[src/rtl/serial_rx_buffered_pkg.sv]
// Shared definitions for the buffered serial receiver.
// Holds the receive FSM state encoding, frame geometry constants and the
// even-parity check helper used by the receiver.
package serial_rx_buffered_pkg;

  typedef enum logic [1:0] {
    ST_IDLE   = 2'd0,
    ST_DATA   = 2'd1,
    ST_PARITY = 2'd2,
    ST_STOP   = 2'd3
  } rx_state_e;

  localparam int FRAME_LEN = 11;          // start + 8 data + parity + stop
  localparam int DATA_W    = 8;
  localparam int CNT_W     = 4;
  localparam int FILL_W    = 5;           // holds 0..16 words
  localparam int WORD_W    = DATA_W + 1;  // {parity_err, data}

  // Even parity over data plus the received parity bit must be zero.
  function automatic logic parity_mismatch(input logic [DATA_W-1:0] data,
                                           input logic              par);
    return ^{data, par};
  endfunction

endpackage

[src/rtl/rx_fifo.sv]
// Synchronous first-word-fall-through word buffer.
// Ports:
//   clk, rst  - clock and synchronous active-high reset
//   push      - write request for wr_data (dropped when full without a pop)
//   wr_data   - word to store
//   pop       - consumer takes head word (ignored when empty)
//   rd_data   - head word, zero while empty
//   valid     - buffer non-empty
//   drop      - combinational: push rejected this cycle because full
//   fill      - number of stored words
module rx_fifo
  import serial_rx_buffered_pkg::*;
#(
  parameter int WIDTH = 9,
  parameter int DEPTH = 4
) (
  input  logic              clk,
  input  logic              rst,
  input  logic              push,
  input  logic [WIDTH-1:0]  wr_data,
  input  logic              pop,
  output logic [WIDTH-1:0]  rd_data,
  output logic              valid,
  output logic              drop,
  output logic [FILL_W-1:0] fill
);

  localparam int AW = (DEPTH > 1) ? $clog2(DEPTH) : 1;

  logic [WIDTH-1:0]  mem [DEPTH];
  logic [AW-1:0]     wr_ptr;
  logic [AW-1:0]     rd_ptr;
  logic [FILL_W-1:0] count_q;
  logic              empty;
  logic              full;
  logic              do_push;
  logic              do_pop;

  assign empty   = (count_q == '0);
  assign full    = (count_q == FILL_W'(DEPTH));
  assign do_pop  = pop && !empty;
  // A full buffer still takes a word when the head leaves in the same cycle.
  assign do_push = push && (!full || do_pop);
  assign drop    = push && full && !do_pop;

  always_ff @(posedge clk) begin
    if (rst) begin
      wr_ptr  <= '0;
      rd_ptr  <= '0;
      count_q <= '0;
    end else begin
      if (do_push) wr_ptr <= wr_ptr + AW'(1);
      if (do_pop)  rd_ptr <= rd_ptr + AW'(1);
      case ({do_push, do_pop})
        2'b10:   count_q <= count_q + FILL_W'(1);
        2'b01:   count_q <= count_q - FILL_W'(1);
        default: count_q <= count_q;
      endcase
    end
  end

  // Storage needs no reset; the output is gated while empty.
  always_ff @(posedge clk) begin
    if (do_push) mem[wr_ptr] <= wr_data;
  end

  assign rd_data = empty ? '0 : mem[rd_ptr];
  assign valid   = !empty;
  assign fill    = count_q;

endmodule

[src/rtl/serial_rx_buffered.sv]
// Serial frame receiver (one bit per clk) with a word buffer on the output.
// Frame: start(0), D0..D7 LSB first, optional even parity, stop(1).
// Ports:
//   clk, rst    - clock and synchronous active-high reset
//   Rx          - serial line, idle high
//   data_out    - head-of-buffer byte
//   parity_err  - parity flag stored with the head word
//   data_valid  - buffer non-empty
//   data_ready  - consumer accepts head word
//   frame_err   - one-cycle pulse after a low stop bit
//   overflow    - one-cycle pulse after a good frame was dropped (buffer full)
//   cnt         - bit index within the current frame, 0 when idle
//   fill        - number of buffered words
//
// state     | meaning
// ----------+-----------------------------------------------
// ST_IDLE   | line idle, waiting for a low start bit
// ST_DATA   | sampling D0..D7 (cnt 1..8)
// ST_PARITY | sampling parity bit, recording mismatch
// ST_STOP   | sampling stop bit; push word or flag frame error
module serial_rx_buffered
  import serial_rx_buffered_pkg::*;
#(
  parameter int PARITY_EN  = 1,
  parameter int FIFO_DEPTH = 4
) (
  input  logic              clk,
  input  logic              rst,
  input  logic              Rx,
  output logic [DATA_W-1:0] data_out,
  output logic              parity_err,
  output logic              data_valid,
  input  logic              data_ready,
  output logic              frame_err,
  output logic              overflow,
  output logic [CNT_W-1:0]  cnt,
  output logic [FILL_W-1:0] fill
);

  rx_state_e         state_q, state_d;
  logic [CNT_W-1:0]  cnt_q, cnt_d;
  logic [DATA_W-1:0] shift_q, shift_d;
  logic              perr_q, perr_d;
  logic              push;
  logic              ferr_d;
  logic              frame_err_q;
  logic              overflow_q;
  logic              fifo_drop;
  logic              fifo_valid;
  logic [WORD_W-1:0] fifo_rd_data;

  always_ff @(posedge clk) begin
    if (rst) begin
      state_q     <= ST_IDLE;
      cnt_q       <= '0;
      shift_q     <= '0;
      perr_q      <= 1'b0;
      frame_err_q <= 1'b0;
      overflow_q  <= 1'b0;
    end else begin
      state_q     <= state_d;
      cnt_q       <= cnt_d;
      shift_q     <= shift_d;
      perr_q      <= perr_d;
      frame_err_q <= ferr_d;
      overflow_q  <= fifo_drop;
    end
  end

  always_comb begin
    state_d = state_q;
    cnt_d   = cnt_q;
    shift_d = shift_q;
    perr_d  = perr_q;
    push    = 1'b0;
    ferr_d  = 1'b0;
    case (state_q)
      ST_IDLE: begin
        cnt_d = '0;
        if (!Rx) begin
          state_d = ST_DATA;
          cnt_d   = CNT_W'(1);
          perr_d  = 1'b0;
        end
      end
      ST_DATA: begin
        // Shifting in from the top leaves D0 in bit 0 after eight samples.
        shift_d = {Rx, shift_q[DATA_W-1:1]};
        cnt_d   = cnt_q + CNT_W'(1);
        if (cnt_q == CNT_W'(DATA_W)) begin
          state_d = (PARITY_EN != 0) ? ST_PARITY : ST_STOP;
        end
      end
      ST_PARITY: begin
        perr_d  = parity_mismatch(shift_q, Rx);
        cnt_d   = cnt_q + CNT_W'(1);
        state_d = ST_STOP;
      end
      ST_STOP: begin
        push    = Rx;
        ferr_d  = !Rx;
        cnt_d   = '0;
        state_d = ST_IDLE;
      end
      default: begin
        state_d = ST_IDLE;
        cnt_d   = '0;
      end
    endcase
  end

  rx_fifo #(
    .WIDTH (WORD_W),
    .DEPTH (FIFO_DEPTH)
  ) u_fifo (
    .clk     (clk),
    .rst     (rst),
    .push    (push),
    .wr_data ({perr_q, shift_q}),
    .pop     (data_ready),
    .rd_data (fifo_rd_data),
    .valid   (fifo_valid),
    .drop    (fifo_drop),
    .fill    (fill)
  );

  assign data_out   = fifo_rd_data[DATA_W-1:0];
  assign parity_err = fifo_rd_data[DATA_W];
  assign data_valid = fifo_valid;
  assign frame_err  = frame_err_q;
  assign overflow   = overflow_q;
  assign cnt        = cnt_q;

endmodule

[config.mk]
export PLATFORM = sky130hd
export DESIGN_NAME = serial_rx_buffered
export DESIGN_NICKNAME = d
export VERILOG_FILES = /design/src/rtl/serial_rx_buffered_pkg.sv /design/src/rtl/rx_fifo.sv /design/src/rtl/serial_rx_buffered.sv
export SDC_FILE = /design/constraint.sdc
export NUM_CORES = 1
export LEC_CHECK = 0
export CORE_MARGIN = 3
export CORE_UTILIZATION = 36
export CTS_BUF_LIST = sky130_fd_sc_hd__clkbuf_4 sky130_fd_sc_hd__clkbuf_8
export CTS_CLUSTER_DIAMETER = 200
export CTS_CLUSTER_SIZE = 24
export DETAILED_ROUTE_END_ITERATION = 10
export PLACE_DENSITY = 0.62
export SLEW_MARGIN = 20
export SYNTH_ARGS = -nofsm -noshare
export SYNTH_HDL_FRONTEND = slang
export SYNTH_SLANG_ARGS = --single-unit
export TNS_END_PERCENT = 1
[constraint.sdc]
create_clock -name clk -period 7.55 [get_ports clk]
set_clock_uncertainty 0.2 [all_clocks]
set_input_delay 1.51 -clock clk [delete_from_list [all_inputs] [get_ports clk]]
set_output_delay 1.51 -clock clk [all_outputs]
set_load 0.05 [all_outputs]
==> flow_metrics.py <==
metrics = {
    "final_layout": {
        "nets": 258,
        "n_fill_cell": 676,
        "stdcell_count": 345,
        "drive_gt1_share_pct": 11.4,
        "syn_to_final_growth_pct": 19.3,
        "multi_input_area_um2": 1080,
        "seq_area_um2": 1640,
        "n_antenna_cell": 0,
    },
    "route": {
        "first_pass_iters": 4,
        "wirelength_um": 4630,
        "viasPerCell": 4.64,
        "drt_iter0_drc": 96,
        "routedWlPerCell_um": 13.4,
        "ant_nets": 0,
        "num_vias": 1602,
        "route.detailed.drc": 0,
    },
    "placement": {
        "dp_slack_ns": 3.16,
        "dp.cells": 329,
        "hpwl_um": 3020,
        "port_buffers": 24,
        "routabilityCongestion": 0.745,
    },
    "worst_setup_path": {
        "r2r-start": "u_fifo.fill[0]",
        "crit_fanout": 9,
        "cp_top_family": "flip-flops",
        "r2r_cells": 11,
        "end_kind": "output port",
        "cp.buffers_inverters": 1,
        "slowest_stage": "dfxtp_1",
        "cp.arrival_ns": 2.54,
        "required_ns": 5.84,
        "crit_chain": "mux4_2, and2_1, clkdlybuf4s50_1",
        "max_stage_delay_ns": 0.74,
        "reg2reg_to": "u_fifo.fill[4]",
        "startpoint_type": "flop",
        "crit_type": "flop to output port",
        "r2r_slack_ns": 4.41,
    },
    "min_path": {
        "min_to": "u_fifo.rd_ptr[1]",
        "hold_path.class": "flop to flop",
        "hold_depth": 2,
        "worstHoldStart": "u_fifo.rd_ptr[1]",
    },
    "sta": {
        "hold_viol": 0,
        "slew_violations": 0,
        "clock.fmax_mhz": 235,
        "setup_ws_ns": 3.30,
        "setup_viol_count_final": 0,
        "maxSlewHeadroom_pct": 32.6,
        "period_minus_slack_ns": 4.25,
        "tightest_slew_ns": 1.01,
        "finalCritPeriodShare_pct": 56.3,
        "rsz0062_at_grt": "no",
        "setup-tns-final_ns": 0,
    },
    "power_and_ir_drop": {
        "peakVddDrop_v": 0.000162,
        "leakage_nw": 1.17,
        "pwr-share-clk_pct": 35.0,
        "seq_power_share_pct": 44.7,
        "p_switching_w": 0.000251,
        "power_w": 0.000899,
        "combPwrFrac_pct": 20.3,
        "switching_share_pct": 27.9,
        "p_per_area_nw_per_um2": 269,
        "intPower_w": 0.000648,
    },
    "synthesis": {
        "ys_ff_latch": 64,
        "ys_async_sr_fraction_pct": 0,
        "ys_types": 35,
        "syn_area_per_cell_um2": 13.0,
        "ys_seq_area_share_pct": 58.6,
        "ys.flop_type": "edfxtp_1",
        "synthCells": 215,
        "syn_nets": 232,
        "ys_warn_count": 0,
        "syn-cell-area_um2": 2800,
        "synth_edf_count": 36,
    },
    "clock_tree": {
        "ctsLongestPathBuffers": 2,
        "hold_buffers": 0,
        "cts_buffers": 9,
        "cts_tree": "yes",
        "clkTransAtPathRegs_ns": 0.07,
        "insertion_delay_ns": 0.33,
        "cts.repair.resized": 0,
        "numClockSinks": 64,
        "cts-root-buf": "clkbuf_8",
        "cts-htree-levels": 3,
        "cts_setup_buffers": 0,
    },
    "global_route": {
        "gr-usage-all-layers_pct": 11.7,
        "antenna_found_initial": 0,
        "grt_pass1_vias": 1611,
        "grt_pass1_wl_um": 7870,
        "grt_max_degree": 28,
        "grt.overflow.total": 0,
    },
    "floorplanning": {
        "fp.dieH_um": 94.2,
        "die-area_um2": 8870,
        "row_count": 31,
        "core-area_um2": 7410,
        "fp.dieW_um": 94.2,
        "ios": 25,
        "initial_core_util_pct": 37.8,
    },
    "run": {
        "max-cap-violations": 0,
    },
    "outcome": {
        "status": "finished clean",
    },
}
## cells in the final DEF, fill, tap and decap left out, drive strengths merged
cell and instances:
nand2b 2, nand4b 1, a21boi 1, or3 1, nor3 4, a211o 1
mux2i 10, clkdlybuf4s50 24, nor3b 1, o21ai 5, dfxtp 28, nor2 26
mux4 9, bufinv 2, a21oi 6, nand3b 3, edfxtp 36, nand3 5
and2 14, nand2 6, a31oi 1, a21o 1, a211oi 1, xnor2 11
xor2 6, inv 10, o21bai 1, clkbuf 10, nor2b 2, or3b 1
mux2 1, ha 13, clkinv 3
## worst max path at each step
stage | from | to | depth (start not counted)
floorplan | u_fifo.fill[1] | data_out[0] | 5
global placement | Rx | u_fifo.fill[4] | 12
detailed placement | Rx | u_fifo.fill[4] | 12
CTS | flop | data_out[1] | 3
global route | flop | data_out[1] | 3
finish | flop | data_out[1] | 3
## registers in the layout, summed over array words and instances (netlist names), named ones only
signal	flops
cnt	4
perr_q	1
overflow	1
u_fifo.mem	36
u_fifo.rd_ptr	2
u_fifo.fill	5
frame_err	1
shift_q	8
state_q	2
u_fifo.wr_ptr	2
## area by class of cell
type	instances	share of cell area (%)
inverter	9	1.01
clock buffer	10	3.94
timing repair buffer	24	7.20
sequential	64	49.2
tap	99	3.71
multi-input combinational	133	32.5
clock inverter	6	2.47
## per-layer routing
| layer | up-vias | track usage, % | share of wire [%] | wire length [um] |
|---|---|---|---|---|
| met4 | 0 | 4.69 | 1.7 | 77 |
| met1 | 750 | 15.5 | 48 | 2210 |
| met2 | 38 | 17.3 | 45 | 2090 |
| met3 | 8 | 4.49 | 5.5 | 256 |
| li1 | 806 | - | - | - |
| met5 | - | 0 | 0 | 0 |
## cell usage after synthesis, drive strengths merged (2+ instances only)
library cell	n	area, um2
edfxtp	36	1080
mux4	9	203
and2	14	87.6
nor3	4	25.0
nand3b	3	22.5
nor2	26	97.6
nor2b	2	12.5
mux2i	10	100
nand2b	2	12.5
clkbuf	5	18.8
inv	9	33.8
ha	13	163
nand2	6	22.5
xnor2	11	104
buf	4	20.0
a21oi	6	30.0
o21ai	5	25.0
nand3	5	25.0
xor2	6	52.6
dfxtp	28	561
## cells by family after synthesis
| logic type | count (synthesis) | synth area share, % |
|---|---|---|
| muxes | 20 | 11.2 |
| adders and majority gates | 13 | 5.81 |
| AOI/OAI and AO/OA | 17 | 4.11 |
| buffers and inverters | 18 | 2.59 |
| xor gates and xnor gates | 17 | 5.59 |
| DFF | 64 | 58.7 |
| and+or+nand+nor | 66 | 12.0 |
## power by group through the flow
stage	clock, W	sequential, W	combinational, W
after floorplan	0	0.000414	0.000135
after detailed placement	0	0.000409	0.000184
after global placement	0	0.000410	0.000184
after CTS	0.000323	0.000402	0.000185
after global routing	0.000341	0.000405	0.000201
final	0.000315	0.000402	0.000183
## worst min-delay path, cell delays in order, from the launching register on
cell and delay [ns]:
dfxtp_1 0.34, xor2_1 0.06, nor2_1 0.10
## stage by stage
stage / util [%] / hold WS (ns) / cell area, um2
2_1_floorplan: - / 0.260 / 2800
3_3_place_gp: 42.2 / 0.313 / 3120
3_5_place_dp: 42.2 / 0.323 / 3120
4_1_cts: 45.1 / 0.339 / 3340
5_1_grt: 45.1 / 0.363 / 3340
6_report: 45.1 / 0.337 / 3340
Note: power is estimated with default switching activity, not from simulation.
==> RTL change 1, RTL diff (config.mk and constraints unchanged) <==
The 4 states of `rx_state_e` get a one-hot encoding in 4 bits.
--- a/src/rtl/serial_rx_buffered_pkg.sv
+++ b/src/rtl/serial_rx_buffered_pkg.sv
@@ -3,11 +3,11 @@
 // even-parity check helper used by the receiver.
 package serial_rx_buffered_pkg;
 
-  typedef enum logic [1:0] {
-    ST_IDLE   = 2'd0,
-    ST_DATA   = 2'd1,
-    ST_PARITY = 2'd2,
-    ST_STOP   = 2'd3
+  typedef enum logic [3:0] {
+    ST_IDLE   = 4'b0001,
+    ST_DATA   = 4'b0010,
+    ST_PARITY = 4'b0100,
+    ST_STOP   = 4'b1000
   } rx_state_e;
 
   localparam int FRAME_LEN = 11;          // start + 8 data + parity + stop
Formal check against the unedited RTL: same outputs for any inputs over 10 cycles, from zero or initial values and one cycle with rst high; not proved beyond that.
==> RTL change 1 against the original RTL <==
Setup slack worse by 200 ps; routed wire length is 6.4% higher; area after synthesis is 0.89% higher; hold slack worse by 12 ps; via count is 4.4% higher; sequential cell count is 2 higher; register-to-register slack worse by 30 ps; count of clock-buffer cells in the layout stayed put; design area is 0.15% lower; highest routed layer unchanged.
Power is not compared: it rests on default switching activity, and its combinational part moved more than twofold at a synthesized area within 25%.
==> RTL change 1: results (changes against the original RTL) <==
| Metric | Value |
|---|---|
| Met3 GRT Util | `5.02% (+0.53 points)` |
| Synth area leaders | `edfxtp_1 (38%), dfxtp_1 (21%), mux4_2 (7.2%)` |
| Fillers | `710 (+5.0%)` |
| Crit path max fanout | `10 (+1)` |
| R2r setup slk | `4380 ps (-30 ps)` |
| Seq/Total Area, Yosys | `59.5% (+0.90 points)` |
| Status | `complete, no violations` |
| NetSw | `0.000140 W` |
| Antenna violations before repair | `0 (unchanged)` |
| RR Startpoint | `u_fifo.fill[1]` |
| Number of synthesized flops with an enable pin | `36 (unchanged)` |
| Syn nets | `233 (+0.43%)` |
| Largest net degree at the start of global routing | `30 (+7.1%)` |
| Placed cells | `333 (+1.2%)` |
| Clock root cell | `clkbuf_8` |
| CP endpoint | `parity_err` |
| Synth cell count leaders | `edfxtp_1 (36), dfxtp_1 (30), nand2_1 (18), nor2_1 (15), a21oi_1 (14)` |
| FF-to-FF path depth | `10 (-1)` |
| Hold Startpoint | `u_fifo.rd_ptr[1]` |
| Met2 Use GR | `18.5% (+1.2 points)` |
| WL final | `4920 µm (+6.4%)` |
| CP max stage cell | `clkdlybuf4s50_1` |
| Worst EP arrival | `2740 ps (+200 ps)` |
| HPWL after DPL | `3180 µm (+5.3%)` |
| Hold Path Class | `flop to flop` |
| Post-Syn Area per Cell | `12.8 µm² (-1.4%)` |
| Bufs on Longest Clock Path | `2 (unchanged)` |
| Via count | `1673 (+4.4%)` |
| Total CTS buffers | `9 (unchanged)` |
| GRT Overall Usage | `12.6% (+0.90 points)` |
| Setup Buffers After CTS | `0 (unchanged)` |
| Share of layout cells above drive strength 1 | `13.6% (+2.2 points)` |
| Vias in the first global route | `1626 (+0.93%)` |
| Post-Layout Cell Count | `349 (+1.2%)` |
| Synth cell types | `41 (+17%)` |
| Routability Congestion | `0.808 (+8.4%)` |
| First-pass GRT wire length | `8320 µm (+5.8%)` |
| Drt first pass iters | `4 (unchanged)` |
| Starting DRT DRC Count | `81 (-16%)` |
| Worst Tran Pin Value | `995 ps (-13.5 ps)` |
| Main synth FF type | `edfxtp_1` |
| GR met1 Demand/Resource | `16.9% (+1.4 points)` |
| Crit path max-delay family | `simple AND/OR/NAND/NOR gates` |
RTL change 1: power groups by stage:
stage          Clock, W  Sequential [W]  Combinational, W
2_1_floorplan         0        0.000387        0.00000748
3_3_place_gp          0        0.000386         0.0000134
3_5_place_dp          0        0.000386         0.0000134
4_1_cts        0.000298        0.000378         0.0000135
5_1_grt        0.000317        0.000378         0.0000147
6_report       0.000288        0.000378         0.0000133
RTL change 1: final cells by class:
type	instances	area, µm²	share of cell area (%)
Sequential cell	66	1680	50.5
Multi-Input combinational cell	135	1060	31.8
Timing Repair Buffer	24	240	7.21
Clock buffer	10	138	4.13
Tap cell	99	124	3.72
Clock inverter	6	56.3	1.69
Inverter	9	33.8	1.01
RTL change 1: through the flow:
step	hold slack (ps)	cell area, µm²	power (W)	setup slack, ps
global placement	304	3140	0.000399	3320
global route	357	3330	0.000709	2870
finish	325	3330	0.000679	3100
detailed placement	315	3140	0.000399	3290
floorplan	283	2820	0.000394	3850
CTS	326	3330	0.000690	3010
RTL change 1: worst min-delay path by stage:
stage	end	slack [ps]	cells past startpoint
floorplan	u_fifo.mem[0][8]	280	0
global placement	flop	300	2
detailed placement	flop	320	2
CTS	flop	330	2
global route	u_fifo.mem[0][0]	360	0
finish	flop	320	2
RTL change 1: tightest hold or removal path: stages, from the launching register on:
cell	delay [ps]
dfxtp_1	330
xor2_1	60
nor2_1	90
RTL change 1: cells by family after synthesis:
group,after synthesis,synth area share (%)
and+or+nand+nor,70,13.9
AOI/OAI and AO/OA,27,5.54
buffers and inverters,19,2.92
DFF,66,59.5
muxes,13,8.68
xor gates and xnor gates,16,5.45
adders and majority gates,9,3.99
RTL change 1: layer usage:
metal	routed length (µm)	vias to the layer above
met3	244	8
met2	2180	40
met4	76	0
met1	2420	788
met5	0	-
li1	-	837
==> RTL change 2, RTL diff (same flow settings) <==
Made on the original files. Set the package constant `FILL_W` to 10 (it was 5).
--- a/src/rtl/serial_rx_buffered_pkg.sv
+++ b/src/rtl/serial_rx_buffered_pkg.sv
@@ -13,7 +13,7 @@
   localparam int FRAME_LEN = 11;          // start + 8 data + parity + stop
   localparam int DATA_W    = 8;
   localparam int CNT_W     = 4;
-  localparam int FILL_W    = 5;           // holds 0..16 words
+  localparam int FILL_W    = 10;           // holds 0..16 words
   localparam int WORD_W    = DATA_W + 1;  // {parity_err, data}
 
   // Even parity over data plus the received parity bit must be zero.
Ports: changed (resized fill); port bits go from 25 to 30. The function was not compared with the original's and may differ.
==> RTL change 2 against the original RTL <==
Design area grew 15%; area after synthesis grew 16%; setup slack lost 240 ps; routed wire length grew 26%; synthesized cell count grew 22%; sequential cell count grew 5; hold slack lost 11 ps; global-route usage grew 1.1 points; utilization shrank 0.87 points; final cell count grew 19%.
Power is not compared: it rests on default switching activity, and its combinational part moved more than twofold at a synthesized area within 25%.
==> RTL change 2: results (changes against the original RTL) <==
| Metric | Value |
|---|---|
| Status | `complete, no violations` |
| Drt first pass iters | `4 (unchanged)` |
| Synth area leaders | `edfxtp_1 (33%), dfxtp_1 (20%), ha_1 (6.9%)` |
| Number of synthesized flops with an enable pin | `36 (unchanged)` |
| Number of I/O port buffers | `29 (+21%)` |
| First-pass GRT wire length | `10200 µm (+29%)` |
| Final-stage net count | `319 (+24%)` |
| Seq/Total Area, Yosys | `53.6% (-5.0 points)` |
| RR Startpoint | `u_fifo.fill[5]` |
| Worst-skew pair later-pin latency | `340 ps` |
| Crit path max-delay family | `buffers and inverters` |
| Drt via density | `4.97 (+7.0%)` |
| HPWL after DPL | `4090 µm (+36%)` |
| Hold Startpoint | `u_fifo.fill[4]` |
| Synth cell types | `45 (+29%)` |
| H-tree Lvls | `3 (unchanged)` |
| PostCTS Resize Cnt | `0 (unchanged)` |
| GRT Overall Usage | `12.9% (+1.1 points)` |
| Syn nets | `286 (+23%)` |
| Async S/R FF share, synth | `0% (unchanged)` |
| CP max stage cell | `clkdlybuf4s50_1` |
| Clock root cell | `clkbuf_8` |
| Number of flip-flops in the largest register | `36 (unchanged)` |
| Yosys Warn Count | `0 (unchanged)` |
| Grt total ovfl | `0 (unchanged)` |
| Vias in the first global route | `2093 (+30%)` |
| Starting DRT DRC Count | `82 (-15%)` |
| Max-Slew Margin vs Limit | `57.6% (+25 points)` |
| Slowest Stage Delay on Critical Path | `700 ps (-40 ps)` |
| Routability Congestion | `0.805 (+8.1%)` |
| Peak supply drop | `0.251 mV` |
| Synth cell count leaders | `edfxtp_1 (36), dfxtp_1 (33), nor2_1 (33), ha_1 (18), nand2_1 (15)` |
| CTS clk-pin slew, worst paths | `90 ps (+20 ps)` |
| Register bank with the most flops | `u_fifo.mem` |
| Share of layout cells above drive strength 1 | `12.3% (+0.91 points)` |
| Hold path depth | `2 (unchanged)` |
| Crit path from | `Rx` |
| Crit path max fanout | `12 (+3)` |
| Per-cell routed wire length | `14.3 µm (+6.5%)` |
| Antenna violations before repair | `0 (unchanged)` |
| Hold Path Class | `flop to flop` |
| Largest net degree at the start of global routing | `32 (+14%)` |
| Bufs on Longest Clock Path | `2 (unchanged)` |
| Synth area leader | `edfxtp_1` |
| Placed cell areas | `3650 µm² (+17%)` |
| Total CTS buffers | `9 (unchanged)` |
-- RTL change 2: final timing paths --
path	slack, ps	end
max	3060	u_fifo.fill[9]
min	330	u_fifo.fill[4]
max reg2reg	3700	u_fifo.fill[9]
min reg2reg	330	u_fifo.fill[4]
-- RTL change 2: worst min-delay path, cell delays in order, from the launching register on --
cell     delay, ps
dfxtp_1        360
nand2_1         70
a21oi_1         50
-- RTL change 2: per-layer routing --
metal	GRT usage, %	wire length (µm)
met4	2.76	61
met2	22.0	2880
met5	0	0
met3	4.91	229
met1	15.4	2670
-- RTL change 2: kinds of logic (layout without fill, tap and decap cells) --
| group | Yosys count | in the layout | synth area share, % |
|---|---|---|---|
| AO/OA/AOI/OAI | 35 | 35 | 7.75 |
| XOR/XNOR | 19 | 19 | 5.13 |
| adder cells (fa/ha/maj) | 19 | 19 | 7.55 |
| buffers and inverters | 16 | 54 | 1.93 |
| flip-flops | 69 | 69 | 53.6 |
| multiplexers | 23 | 23 | 11.0 |
| AND/OR/NAND/NOR | 82 | 82 | 13.0 |
-- RTL change 2: layout make-up --
cell class / instances / area (µm²)
Fill cell: 819 / 4870
Sequential cell: 69 / 1740
Multi-Input combinational cell: 178 / 1440
Timing Repair Buffer: 30 / 298
Tap cell: 108 / 135
Clock buffer: 9 / 124
Clock inverter: 7 / 82.6
Inverter: 8 / 30.0
-- RTL change 2: report_power, final --
group          switching (W)  internal, W  leakage [nW]
clock               0.000151     0.000158        0.0984
sequential         0.0000657     0.000435         0.606
combinational       0.000487     0.000319         0.699
total               0.000704     0.000912          1.40
-- RTL change 2: per-stage QoR --
step	power [W]	std cells	setup slack, ps
after floorplan	0.00112	263	3690
after global placement	0.00131	393	2750
after detailed placement	0.00133	393	2720
after CTS	0.00164	409	3070
after global routing	0.00173	409	2800
final	0.00162	409	3060
